$ cat src/rtl/frame_stepper_if.sv
// Frame stepper signal bundle: frame timing, scroll/animation controls
// and the registered scroll/animation state coming back.
// There is no valid/ready handshake on this bundle. vsync is a level that
// is sampled every clock. The controls (sync_clear, enable, dir, step,
// period, obj_div) are sampled on the cycle a frame edge is seen.
// frame_tick, wrap and step_err are single-cycle pulses. offset,
// obj_frames and frame_count hold until the next update.
interface frame_stepper_if #(
  parameter int OFF_WIDTH  = 20,
  parameter int STEP_WIDTH = 8,
  parameter int N_OBJ      = 5,
  parameter int FRAME_BITS = 3,
  parameter int DIV_BITS   = 3
);
  logic                        vsync;
  logic                        sync_clear;
  logic                        enable;
  logic                        dir;
  logic [STEP_WIDTH-1:0]       step;
  logic [OFF_WIDTH-1:0]        period;
  logic [N_OBJ*DIV_BITS-1:0]   obj_div;
  logic [OFF_WIDTH-1:0]        offset;
  logic [N_OBJ*FRAME_BITS-1:0] obj_frames;
  logic                        frame_tick;
  logic                        wrap;
  logic                        step_err;
  logic [15:0]                 frame_count;

  modport master (
    output vsync, sync_clear, enable, dir, step, period, obj_div,
    input  offset, obj_frames, frame_tick, wrap, step_err, frame_count
  );

  modport slave (
    input  vsync, sync_clear, enable, dir, step, period, obj_div,
    output offset, obj_frames, frame_tick, wrap, step_err, frame_count
  );
endinterface

$ cat src/rtl/frame_stepper.sv
// Per-frame scroll offset stepper with per-object animation dividers.
// A frame edge is a rising vsync level, detected in the clock domain.
// On an enabled edge the offset moves by step and wraps within 0..period.
// Each object's animation frame advances once every obj_div+1 edges.
module frame_stepper #(
  parameter int OFF_WIDTH  = 20,
  parameter int STEP_WIDTH = 8,
  parameter int N_OBJ      = 5,
  parameter int FRAME_BITS = 3,
  parameter int DIV_BITS   = 3
) (
  input logic             clock,
  input logic             reset,
  frame_stepper_if.slave  bus
);
  // One extra bit so that sums and differences never overflow.
  localparam int AW = OFF_WIDTH + 1;

  logic                        prev_vsync;
  logic                        frame_edge;
  logic [OFF_WIDTH-1:0]        offset_q;
  logic [15:0]                 count_q;
  logic                        tick_q;
  logic                        wrap_q;
  logic                        err_q;
  logic [DIV_BITS-1:0]         div_cnt [N_OBJ];
  logic [FRAME_BITS-1:0]       frame_q [N_OBJ];
  logic [N_OBJ*FRAME_BITS-1:0] frames_packed;

  logic [AW-1:0]        off_w;
  logic [AW-1:0]        step_w;
  logic [AW-1:0]        per_w;
  logic [AW-1:0]        sum_w;
  logic [AW-1:0]        tmp_w;
  logic [OFF_WIDTH-1:0] offset_nxt;
  logic                 wrap_nxt;
  logic                 err_nxt;

  // prev_vsync resets to 1, so vsync that is already high after reset
  // does not count as an edge.
  assign frame_edge = bus.vsync & ~prev_vsync;

  // Next offset for an enabled edge. An out-of-range offset takes
  // precedence, then an illegal step, then normal stepping.
  always_comb begin
    off_w      = {1'b0, offset_q};
    step_w     = AW'(bus.step);
    per_w      = {1'b0, bus.period};
    sum_w      = off_w + step_w;
    tmp_w      = '0;
    offset_nxt = offset_q;
    wrap_nxt   = 1'b0;
    err_nxt    = 1'b0;
    if (off_w > per_w) begin
      offset_nxt = '0;
      wrap_nxt   = 1'b1;
    end else if (step_w > per_w) begin
      offset_nxt = '0;
      err_nxt    = 1'b1;
    end else if (!bus.dir) begin
      if (sum_w <= per_w) begin
        offset_nxt = OFF_WIDTH'(sum_w);
      end else begin
        tmp_w      = sum_w - per_w - AW'(1);
        offset_nxt = OFF_WIDTH'(tmp_w);
        wrap_nxt   = 1'b1;
      end
    end else begin
      if (step_w <= off_w) begin
        tmp_w      = off_w - step_w;
      end else begin
        tmp_w      = off_w + per_w + AW'(1) - step_w;
        wrap_nxt   = 1'b1;
      end
      offset_nxt = OFF_WIDTH'(tmp_w);
    end
  end

  // Frame state. sync_clear wins over a simultaneous edge, and the pulses
  // default low every cycle.
  always_ff @(posedge clock or negedge reset) begin
    if (!reset) begin
      prev_vsync <= 1'b1;
      offset_q   <= '0;
      count_q    <= '0;
      tick_q     <= 1'b0;
      wrap_q     <= 1'b0;
      err_q      <= 1'b0;
      for (int i = 0; i < N_OBJ; i++) begin
        div_cnt[i] <= '0;
        frame_q[i] <= '0;
      end
    end else begin
      prev_vsync <= bus.vsync;
      tick_q     <= 1'b0;
      wrap_q     <= 1'b0;
      err_q      <= 1'b0;
      if (bus.sync_clear) begin
        offset_q <= '0;
        count_q  <= '0;
        for (int i = 0; i < N_OBJ; i++) begin
          div_cnt[i] <= '0;
          frame_q[i] <= '0;
        end
      end else if (frame_edge) begin
        tick_q  <= 1'b1;
        count_q <= count_q + 16'd1;
        if (bus.enable) begin
          offset_q <= offset_nxt;
          wrap_q   <= wrap_nxt;
          err_q    <= err_nxt;
          for (int i = 0; i < N_OBJ; i++) begin
            if (div_cnt[i] >= bus.obj_div[i*DIV_BITS +: DIV_BITS]) begin
              div_cnt[i] <= '0;
              frame_q[i] <= frame_q[i] + FRAME_BITS'(1);
            end else begin
              div_cnt[i] <= div_cnt[i] + DIV_BITS'(1);
            end
          end
        end
      end
    end
  end

  // Pack the per-object frame registers onto the output bus.
  always_comb begin
    frames_packed = '0;
    for (int i = 0; i < N_OBJ; i++) begin
      frames_packed[i*FRAME_BITS +: FRAME_BITS] = frame_q[i];
    end
  end

  assign bus.offset      = offset_q;
  assign bus.obj_frames  = frames_packed;
  assign bus.frame_tick  = tick_q;
  assign bus.wrap        = wrap_q;
  assign bus.step_err    = err_q;
  assign bus.frame_count = count_q;
endmodule

$ cat src/flat_wrapper.sv
// flat-port wrapper written by rule: the top's interface ports become plain ports
module frame_stepper_flat 
#(
  parameter int OFF_WIDTH  = 20,
  parameter int STEP_WIDTH = 8,
  parameter int N_OBJ      = 5,
  parameter int FRAME_BITS = 3,
  parameter int DIV_BITS   = 3
)
  (clock, reset, bus_vsync, bus_sync_clear, bus_enable, bus_dir, bus_step, bus_period, bus_obj_div, bus_offset, bus_obj_frames, bus_frame_tick, bus_wrap, bus_step_err, bus_frame_count);
  frame_stepper_if #(.OFF_WIDTH(OFF_WIDTH), .STEP_WIDTH(STEP_WIDTH), .N_OBJ(N_OBJ), .FRAME_BITS(FRAME_BITS), .DIV_BITS(DIV_BITS)) bus_i ();
  input logic clock;
  input logic reset;
  input wire logic [$bits(bus_i.vsync)-1:0] bus_vsync;
  input wire logic [$bits(bus_i.sync_clear)-1:0] bus_sync_clear;
  input wire logic [$bits(bus_i.enable)-1:0] bus_enable;
  input wire logic [$bits(bus_i.dir)-1:0] bus_dir;
  input wire logic [$bits(bus_i.step)-1:0] bus_step;
  input wire logic [$bits(bus_i.period)-1:0] bus_period;
  input wire logic [$bits(bus_i.obj_div)-1:0] bus_obj_div;
  output wire logic [$bits(bus_i.offset)-1:0] bus_offset;
  output wire logic [$bits(bus_i.obj_frames)-1:0] bus_obj_frames;
  output wire logic [$bits(bus_i.frame_tick)-1:0] bus_frame_tick;
  output wire logic [$bits(bus_i.wrap)-1:0] bus_wrap;
  output wire logic [$bits(bus_i.step_err)-1:0] bus_step_err;
  output wire logic [$bits(bus_i.frame_count)-1:0] bus_frame_count;
  assign bus_i.vsync = bus_vsync;
  assign bus_i.sync_clear = bus_sync_clear;
  assign bus_i.enable = bus_enable;
  assign bus_i.dir = bus_dir;
  assign bus_i.step = bus_step;
  assign bus_i.period = bus_period;
  assign bus_i.obj_div = bus_obj_div;
  assign bus_offset = bus_i.offset;
  assign bus_obj_frames = bus_i.obj_frames;
  assign bus_frame_tick = bus_i.frame_tick;
  assign bus_wrap = bus_i.wrap;
  assign bus_step_err = bus_i.step_err;
  assign bus_frame_count = bus_i.frame_count;
  frame_stepper #(.OFF_WIDTH(OFF_WIDTH), .STEP_WIDTH(STEP_WIDTH), .N_OBJ(N_OBJ), .FRAME_BITS(FRAME_BITS), .DIV_BITS(DIV_BITS)) u_core (.clock(clock), .reset(reset), .bus(bus_i));
endmodule
$ cat config.mk
export PLATFORM = sky130hd
export DESIGN_NAME = frame_stepper_flat
export DESIGN_NICKNAME = d
export VERILOG_FILES = /design/src/rtl/frame_stepper_if.sv /design/src/rtl/frame_stepper.sv /design/src/flat_wrapper.sv
export SDC_FILE = /design/constraint.sdc
export NUM_CORES = 1
export LEC_CHECK = 0
export ABC_AREA = 1
export CAP_MARGIN = 20
export CORE_MARGIN = 3
export CORE_UTILIZATION = 40
export DETAILED_ROUTE_END_ITERATION = 7
export GPL_TIMING_DRIVEN = 0
export PLACE_DENSITY = 0.68
export SYNTH_ARGS = -nofsm -noshare
export SYNTH_HDL_FRONTEND = slang
export SYNTH_SLANG_ARGS = --single-unit
$ cat constraint.sdc
create_clock -name clock -period 3.45 [get_ports clock]
set_input_delay 0.345 -clock clock [delete_from_list [all_inputs] [get_ports clock]]
set_output_delay 0.345 -clock clock [all_outputs]
set_load 0.02 [all_outputs]
==> results of run 1 <==
## registers in the layout, summed over array words and instances, names as in the netlist
signal / count
u_core.bus.step_err: 1
u_core.bus.frame_count: 16
u_core.bus.wrap: 1
u_core.bus.offset: 20
u_core.div_cnt: 15
u_core.bus.obj_frames: 15
u_core.bus.frame_tick: 1
u_core.prev_vsync: 1
## cells in the final DEF, fill, tap and decap left out, drive strengths merged, types with 4 or more instances in the layout
| cell | netlist | routed |
|---|---|---|
| a21o | 5 | 5 |
| a21oi | 102 | 102 |
| a31oi | 5 | 5 |
| a32o | 5 | 5 |
| buf | 16 | 60 |
| clkbuf | 13 | 26 |
| clkdlybuf4s50 | 0 | 92 |
| dfrtp | 69 | 69 |
| dlygate4sd2 | 0 | 4 |
| fa | 11 | 11 |
| ha | 123 | 123 |
| inv | 229 | 229 |
| nand2 | 343 | 343 |
| nand3 | 116 | 116 |
| nand3b | 8 | 8 |
| nand4 | 25 | 25 |
| nor2 | 117 | 117 |
| nor3 | 22 | 22 |
| nor4 | 5 | 5 |
| o211ai | 8 | 8 |
| o21ai | 72 | 72 |
| or2 | 7 | 7 |
| xnor2 | 18 | 18 |
| xor2 | 32 | 32 |
## routing by layer
metal  track usage [%]  wire [µm]  up-vias
li1                  -          -     4747
met1             35.94      13900     4514
met2             38.12      13540      330
met3             2.837       1939       44
met4             5.169        587        0
met5                 0          0        -
## timing repair
item,in CTS,in global routing
endpoints found under the hold margin,6,0
gates resized for setup,97,72
hold buffers,1,0
buffers inserted,20,19
setup endpoints to repair,21,21
gates cloned,4,0
pin swaps,29,45
## power groups by stage
stage	Clock, mW	Combinational (mW)	Sequential [mW]
finish	0.920	1.98	0.971
global route	0.971	2.21	0.982
CTS	0.935	1.87	0.972
detailed placement	0	1.76	0.989
global placement	0	1.73	0.988
floorplan	0	1.18	1.02
## worst max-delay path, cell delays in order, from the launching register on
cell      delay (ns)
dfrtp_2         0.44
ha_4            0.25
inv_4           0.07
nand2_4         0.06
nor3_4          0.16
nand3_1         0.11
o211ai_1        0.26
nand2_2         0.24
xor2_4          0.25
ha_4            0.31
nand2_4         0.06
nor4_4          0.40
nand4_4         0.25
buf_2           0.23
nand3_1         0.11
nand3_1         0.11
nand2_1         0.09
nand2_1         0.05
## layout make-up
| class | instances | area, µm² | area share [%] |
|---|---|---|---|
| Clock buffer | 11 | 252.7 | 2.186 |
| Tap cell | 275 | 344.1 | 2.976 |
| Clock inverter | 5 | 33.78 | 0.2922 |
| Timing Repair Buffer | 146 | 1380 | 11.94 |
| Buffer | 28 | 166.4 | 1.439 |
| Inverter | 230 | 877.1 | 7.587 |
| Multi-Input combinational cell | 1039 | 6745 | 58.34 |
| Sequential cell | 70 | 1762 | 15.24 |
## how the worst max path moves through the flow
stage,to,depth (start not counted)
after floorplan,u_core.bus.offset[7],26
after global placement,u_core.bus.offset[3],21
after detailed placement,u_core.bus.offset[3],21
after CTS,u_core.bus.offset[7],26
after global routing,u_core.bus.offset[18],24
final,u_core.bus.offset[18],17
## metrics by stage
step	setup TNS [ns]	worst slack [ns]	util, %
floorplan	0	0.03516	-
global placement	-63.28	-0.9765	47.89
detailed placement	-20.10	-1.013	48.01
CTS	-0.2568	-0.03529	52.02
global route	-4.945	-0.2798	53.98
finish	-1.902	-0.1305	53.98
## logic make-up after synthesis
| family | synth area share (%) |
|---|---|
| AND/OR/NAND/NOR | 31.31 |
| buffers and inverters | 11.40 |
| AO/OA/AOI/OAI | 12.92 |
| adder cells (fa/ha/maj) | 19.76 |
| flip-flops | 19.69 |
| XOR/XNOR | 4.919 |
## cells in the mapped netlist, types with 6 or more instances
cell	instances	area, µm²
nand2_1	339	1272
inv_1	223	837.1
ha_1	123	1539
nand3_1	113	565.5
nor2_1	112	420.4
a21oi_1	100	500.5
dfrtp_1	69	1727
o21ai_0	63	315.3
xor2_1	32	280.3
nand4_1	24	150.1
nor3_1	21	105.1
xnor2_1	18	157.7
clkbuf_1	13	48.80
fa_1	11	220.2
buf_2	10	50.05
nand3b_1	8	60.06
o211ai_1	8	60.06
o21ai_1	7	35.03
or2_2	7	43.79
inv_2	6	22.52
==> results by group, run 1 <==
Synth
  – EDFF count, synth: 0
  – Syn_area_per_cell: 6.508 µm²
  – Yosys reg bits: 70
  – Async SR Flop Fraction: 100.0%
  – Register area share after synthesis: 19.69%
  – Synth Cell Area: 0.008902 mm²
  – Syn nets: 1551
  – Yosys Warn Count: 0
  – Cells after Synth: 1368
  – Main synth FF type: dfrtp_1
  – Distinct cells, synth: 45

Floorplanning
  – Die ar.: 0.02408 mm²
  – FP Rows: 53
  – Starting Density: 41.56%
  – Die X-Extent: 155.2 µm
  – Chip height: around 160 µm
  – Number of top-level pins: just over 100
  – Core box area: 0.02142 mm²

Status
  – Failing checks: negative setup slack
  – Status: finished, violations left

Timing
  – Hold Fails Final Rpt: 0
  – Slew Viols, Final: 0
  – Endpoints failing setup: 21
  – Rel. slew slack: 49.61%
  – Fin crit share: 103.8%
  – Worst-Margin Slew: around 0.76 ns
  – Final worst setup slack: -0.1305 ns
  – RSZ-0062 raised after global routing: true
  – Crit path time final: roughly 3.6 ns
  – Worst Skew: 0.01038 ns
  – Worst hold slack: 0.3919 ns
  – Fmax achieved: roughly 0.28 GHz

Placed design
  – Inst Count DP: 1745
  – Port Buf Inserts: 101
  – Placed cell area: 0.01028 mm²
  – Final HPWL DP: 23030 µm
  – RePlAce Congestion: 0.9709

Clock network
  – CTS tree: done
  – CTS sink count: 70
  – Root buffer cell: clkbuf_16
  – CTS buffer count: 9
  – H-tree depth: 3
  – Max clock buf depth: 2
  – Reg clk slew, reported paths: roughly 0.07 ns
  – Latest clock arrival within the worst-skew pair: 0.34 ns

Layout
  – Share of layout cells above drive strength 1: 14.06%
  – Nets: 1707
  – ANT cells: 0
  – Final instance area: 0.01156 mm²
  – Fin cells: 1804
  – Area grow syn2layout: 29.87%
  – Fill cells: 2135

Worst setup path
  – Reg2Reg Capture Point: u_core.bus.offset[18]
  – Worst reg2reg path startpoint: u_core.bus.offset[5]
  – CP Class: reg2reg
  – CP endpoint kind: flop
  – Worst R2R Setup Slack: -0.13 ns
  – Reg2Reg Depth: 17
  – Critical Path Start Type: flop
  – CP arrival: 3.81 ns
  – CP required: 3.68 ns
  – CP max FO: 5
  – Crit path from: u_core.bus.offset[5]

Power and ir drop
  – Sw frac: between 40% and 50%
  – Psw: 1.684 mW
  – Power share of the clock group: 23.7%
  – Peak VDD IR: 0.2322 mV
  – Gate power share: between 50 and 60%
  – Total power draw: about 3.9 mW
  – PD cells: roughly 340 mW/mm²
  – Seq pwr share: 25.1%
  – Cell Int Power: 2.192 mW
  – Leak Pwr: 5.957 nW

Global route
  – First-pass GRT wire length: 47270 µm
  – Gr usage total: 24.26%
  – Global route total overflow: 0
  – Initial antenna violation count: 0
  – Largest net degree at the start of global routing: 64
  – Vias in the first global route: 8976

Detailed routing
  – TritonRoute pass-1 iters: 5
  – Antenna Nets Post-Route: 0
  – DRT iter0 DRCs: 841
  – WL/cell: 16.61 µm
  – Via count: 9635
  – Total wire length: 29970 µm
  – # DRC: 0
  – Vias per cell: 5.341

Run
  – Max cap viols: 0

Worst hold path
  – Hold/Removal Path Class: in2async
(Power assumes the default switching activity.)
==> run 2, diff against run 1 <==
- CORE_ASPECT_RATIO: not set -> 0.8
==> run 2 against run 1 <==
Against the previous run: the flow still finishes with violations (negative setup slack); global-route usage grew 1.5 points; flip-flop and latch count is the same; routed wire length grew 7.1%; die area is essentially flat; sequential share of layout area shrank 0.43 points; clock power grew 17%; total power grew 7.2%; via count grew 0.57%; final cell count grew 2.3%.
==> results by group, run 2 (synthesis results as in run 1) <==
Status
  – Status: finished, violations left (unchanged)
  – Failing checks: negative setup slack (unchanged)

Placed design
  – Final HPWL DP: 25060 µm (was 23030 µm)
  – RePlAce Congestion: 0.9612 (was 0.9709)
  – Inst Count DP: 1770 (was 1745)
  – Port Buf Inserts: 101 (unchanged)

Timing
  – Rel. slew slack: 54.47% (was 49.61%)
  – Fmax achieved: 0.2776 GHz (was 0.2793 GHz)
  – Setup TNS: -1.720 ns (was -1.902 ns)
  – Crit path time final: 3.602 ns (was 3.581 ns)
  – Worst-Margin Slew: 0.6830 ns (was 0.7558 ns)
  – Slew Viols, Final: 0 (unchanged)
  – Worst Skew: 0.01329 ns (was 0.01038 ns)
  – Fin crit share: 104.4% (was 103.8%)
  – RSZ-0062 raised after global routing: true (unchanged)
  – Endpoints failing setup: 21 (unchanged)
  – Hold Fails Final Rpt: 0 (unchanged)
  – Final worst setup slack: -0.1524 ns (was -0.1305 ns)

Detailed routing
  – Via count: 9690 (was 9635)
  – Antenna Nets Post-Route: 0 (unchanged)
  – WL/cell: 17.39 µm (was 16.61 µm)
  – Total wire length: 32100 µm (was 29970 µm)
  – # DRC: 0 (unchanged)
  – Vias per cell: 5.249 (was 5.341)
  – TritonRoute pass-1 iters: 8 (was 5)
  – DRT iter0 DRCs: 916 (was 841)

Worst setup path
  – Critical Path Start Type: flop (unchanged)
  – CP Class: reg2reg (unchanged)
  – CP max FO: 10 (was 5)
  – Worst reg2reg path startpoint: u_core.bus.offset[7] (was u_core.bus.offset[5])
  – CP arrival: 3.84 ns (was 3.81 ns)
  – Reg2Reg Depth: 20 (was 17)
  – CP required: 3.68 ns (about the same)
  – Reg2Reg Capture Point: u_core.bus.offset[12] (was u_core.bus.offset[18])
  – Worst R2R Setup Slack: -0.15 ns (was -0.13 ns)
  – CP endpoint kind: flop (unchanged)

Layout
  – Share of layout cells above drive strength 1: 16.17% (was 14.06%)
  – Final core occ: 54.71% (was 53.98%)
  – Nets: 1724 (was 1707)
  – ANT cells: 0 (unchanged)
  – Area grow syn2layout: 33.60% (was 29.87%)
  – Most common cell after layout, fill and taps aside: nand2_1 (unchanged)
  – Max reg flops: 20 (unchanged)
  – Most frequent cells in the layout: 311 x nand2_1, 215 x inv_1, 105 x ha_1, 101 x nor2_1, 92 x clkdlybuf4s50_1 (was 314 x nand2_1, 218 x inv_1, 105 x ha_1, 104 x nor2_1, 94 x nand3_1)
  – Fin cells: 1846 (was 1804)

Power and ir drop
  – Peak VDD IR: 0.2986 mV (was 0.2322 mV)
  – PD cells: 349.4 mW/mm² (was 335.3 mW/mm²)
  – Total power draw: 4.156 mW (was 3.876 mW)
  – Leak Pwr: 6.086 nW (was 5.957 nW)

Floorplanning
  – Die X-Extent: 172.8 µm (was 155.2 µm)
  – FP Rows: 48 (was 53)
  – Die ar.: 0.02409 mm² (was 0.02408 mm²)
  – Number of top-level pins: 103 (unchanged)
  – Starting Density: 40.95% (was 41.56%)
  – Chip height: 139.4 µm (was 155.2 µm)
  – Core box area: 0.02174 mm² (was 0.02142 mm²)

Clock network
  – CTS buffer count: 9 (unchanged)
  – H-tree depth: 3 (unchanged)
  – Reg clk slew, reported paths: 0.06 ns (was 0.07 ns)
  – Max clock buf depth: 2 (unchanged)
  – Latest clock arrival within the worst-skew pair: 0.35 ns (was 0.34 ns)
  – Root buffer cell: clkbuf_16 (unchanged)
  – CTS tree: done (unchanged)
  – CTS sink count: 70 (unchanged)

Global route
  – Initial antenna violation count: 0 (unchanged)
  – First-pass GRT wire length: 49540 µm (was 47270 µm)
  – Vias in the first global route: 9155 (was 8976)
  – Largest net degree at the start of global routing: 64 (unchanged)
  – Global route total overflow: 0 (unchanged)
  – Gr usage total: 25.71% (was 24.26%)

Run
  – Max cap viols: 0 (unchanged)

Worst hold path
  – Hold/Removal Path Class: in2async (unchanged)
-- run 2: metal layers --
layer | vias to the layer above | track usage, % | wire length [µm]
met5 | - | 0 | 0
met4 | 0 | 5.458 | 549
met3 | 37 | 6.219 | 2549
met2 | 349 | 38.76 | 13580
met1 | 4524 | 37.42 | 15420
li1 | 4780 | - | -
-- run 2: area by class of cell --
type	instances	area [µm²]
Sequential cell	70	1762
Timing Repair Buffer	162	1508
Multi-Input combinational cell	1039	6863
Clock buffer	10	239.0
Inverter	230	875.8
Buffer	29	177.7
Fill cell	2146	9847
Tap cell	300	375.4
Clock inverter	6	93.84
-- run 2: where the power goes --
group | total [mW] | internal (mW) | leakage, nW | switching [mW]
clock | 1.08 | 0.659 | 0.159 | 0.418
combinational | 2.10 | 0.804 | 4.98 | 1.30
sequential | 0.975 | 0.896 | 0.943 | 0.0789
-- run 2: timing repair --
item | CTS | global route
buffers inserted | 26 | 29
gates cloned | 4 | 0
endpoints found under the setup margin | 21 | 21
endpoints found under the hold margin | 7 | 0
hold buffers | 1 | 0
gates resized for setup | 108 | 81
pin swaps | 38 | 45
-- run 2: stage by stage --
step	cell area (µm²)	hold WS (ns)	setup slack, ns
2_1_floorplan	8902	0.04941	0.03516
3_3_place_gp	10290	0.4514	-0.9520
3_5_place_dp	10310	0.1845	-0.9430
4_1_cts	11380	0.3627	-0.1107
5_1_grt	11890	0.3999	-0.2871
6_report	11890	0.3906	-0.1524
-- run 2: how the worst max path moves through the flow --
stage          slack (ns)                    end  cells past startpoint                 start
2_1_floorplan        0.04   u_core.bus.offset[7]                     26  u_core.bus.offset[0]
3_3_place_gp        -0.95   u_core.bus.offset[6]                     30           bus_step[5]
3_5_place_dp        -0.94   u_core.bus.offset[6]                     30           bus_step[5]
4_1_cts             -0.11   u_core.bus.offset[6]                     26  u_core.bus.offset[0]
5_1_grt             -0.29  u_core.bus.offset[18]                     23  u_core.bus.offset[7]
6_report            -0.15  u_core.bus.offset[12]                     20  u_core.bus.offset[7]
-- run 2: critical path, stage by stage (launching register included) --
cell and delay, ns:
dfrtp_2 0.45, ha_4 0.25, buf_4 0.15, nor2_4 0.09
nand2_1 0.07, nand2_2 0.10, a21oi_4 0.05, buf_6 0.12
nor2_4 0.20, nand4_1 0.19, xor2_2 0.32, ha_4 0.28
a21oi_4 0.18, nor2_1 0.06, nor3_2 0.24, nand2_4 0.13
buf_4 0.20, nand3_1 0.13, nand3_2 0.12, nand2_1 0.10
nand2_1 0.06
==> run 3, diff against run 2 <==
- CTS_CLUSTER_SIZE: not set -> 8
==> results of run 3 <==
The final DEF is identical to that of run 2; final timing and power are the same.
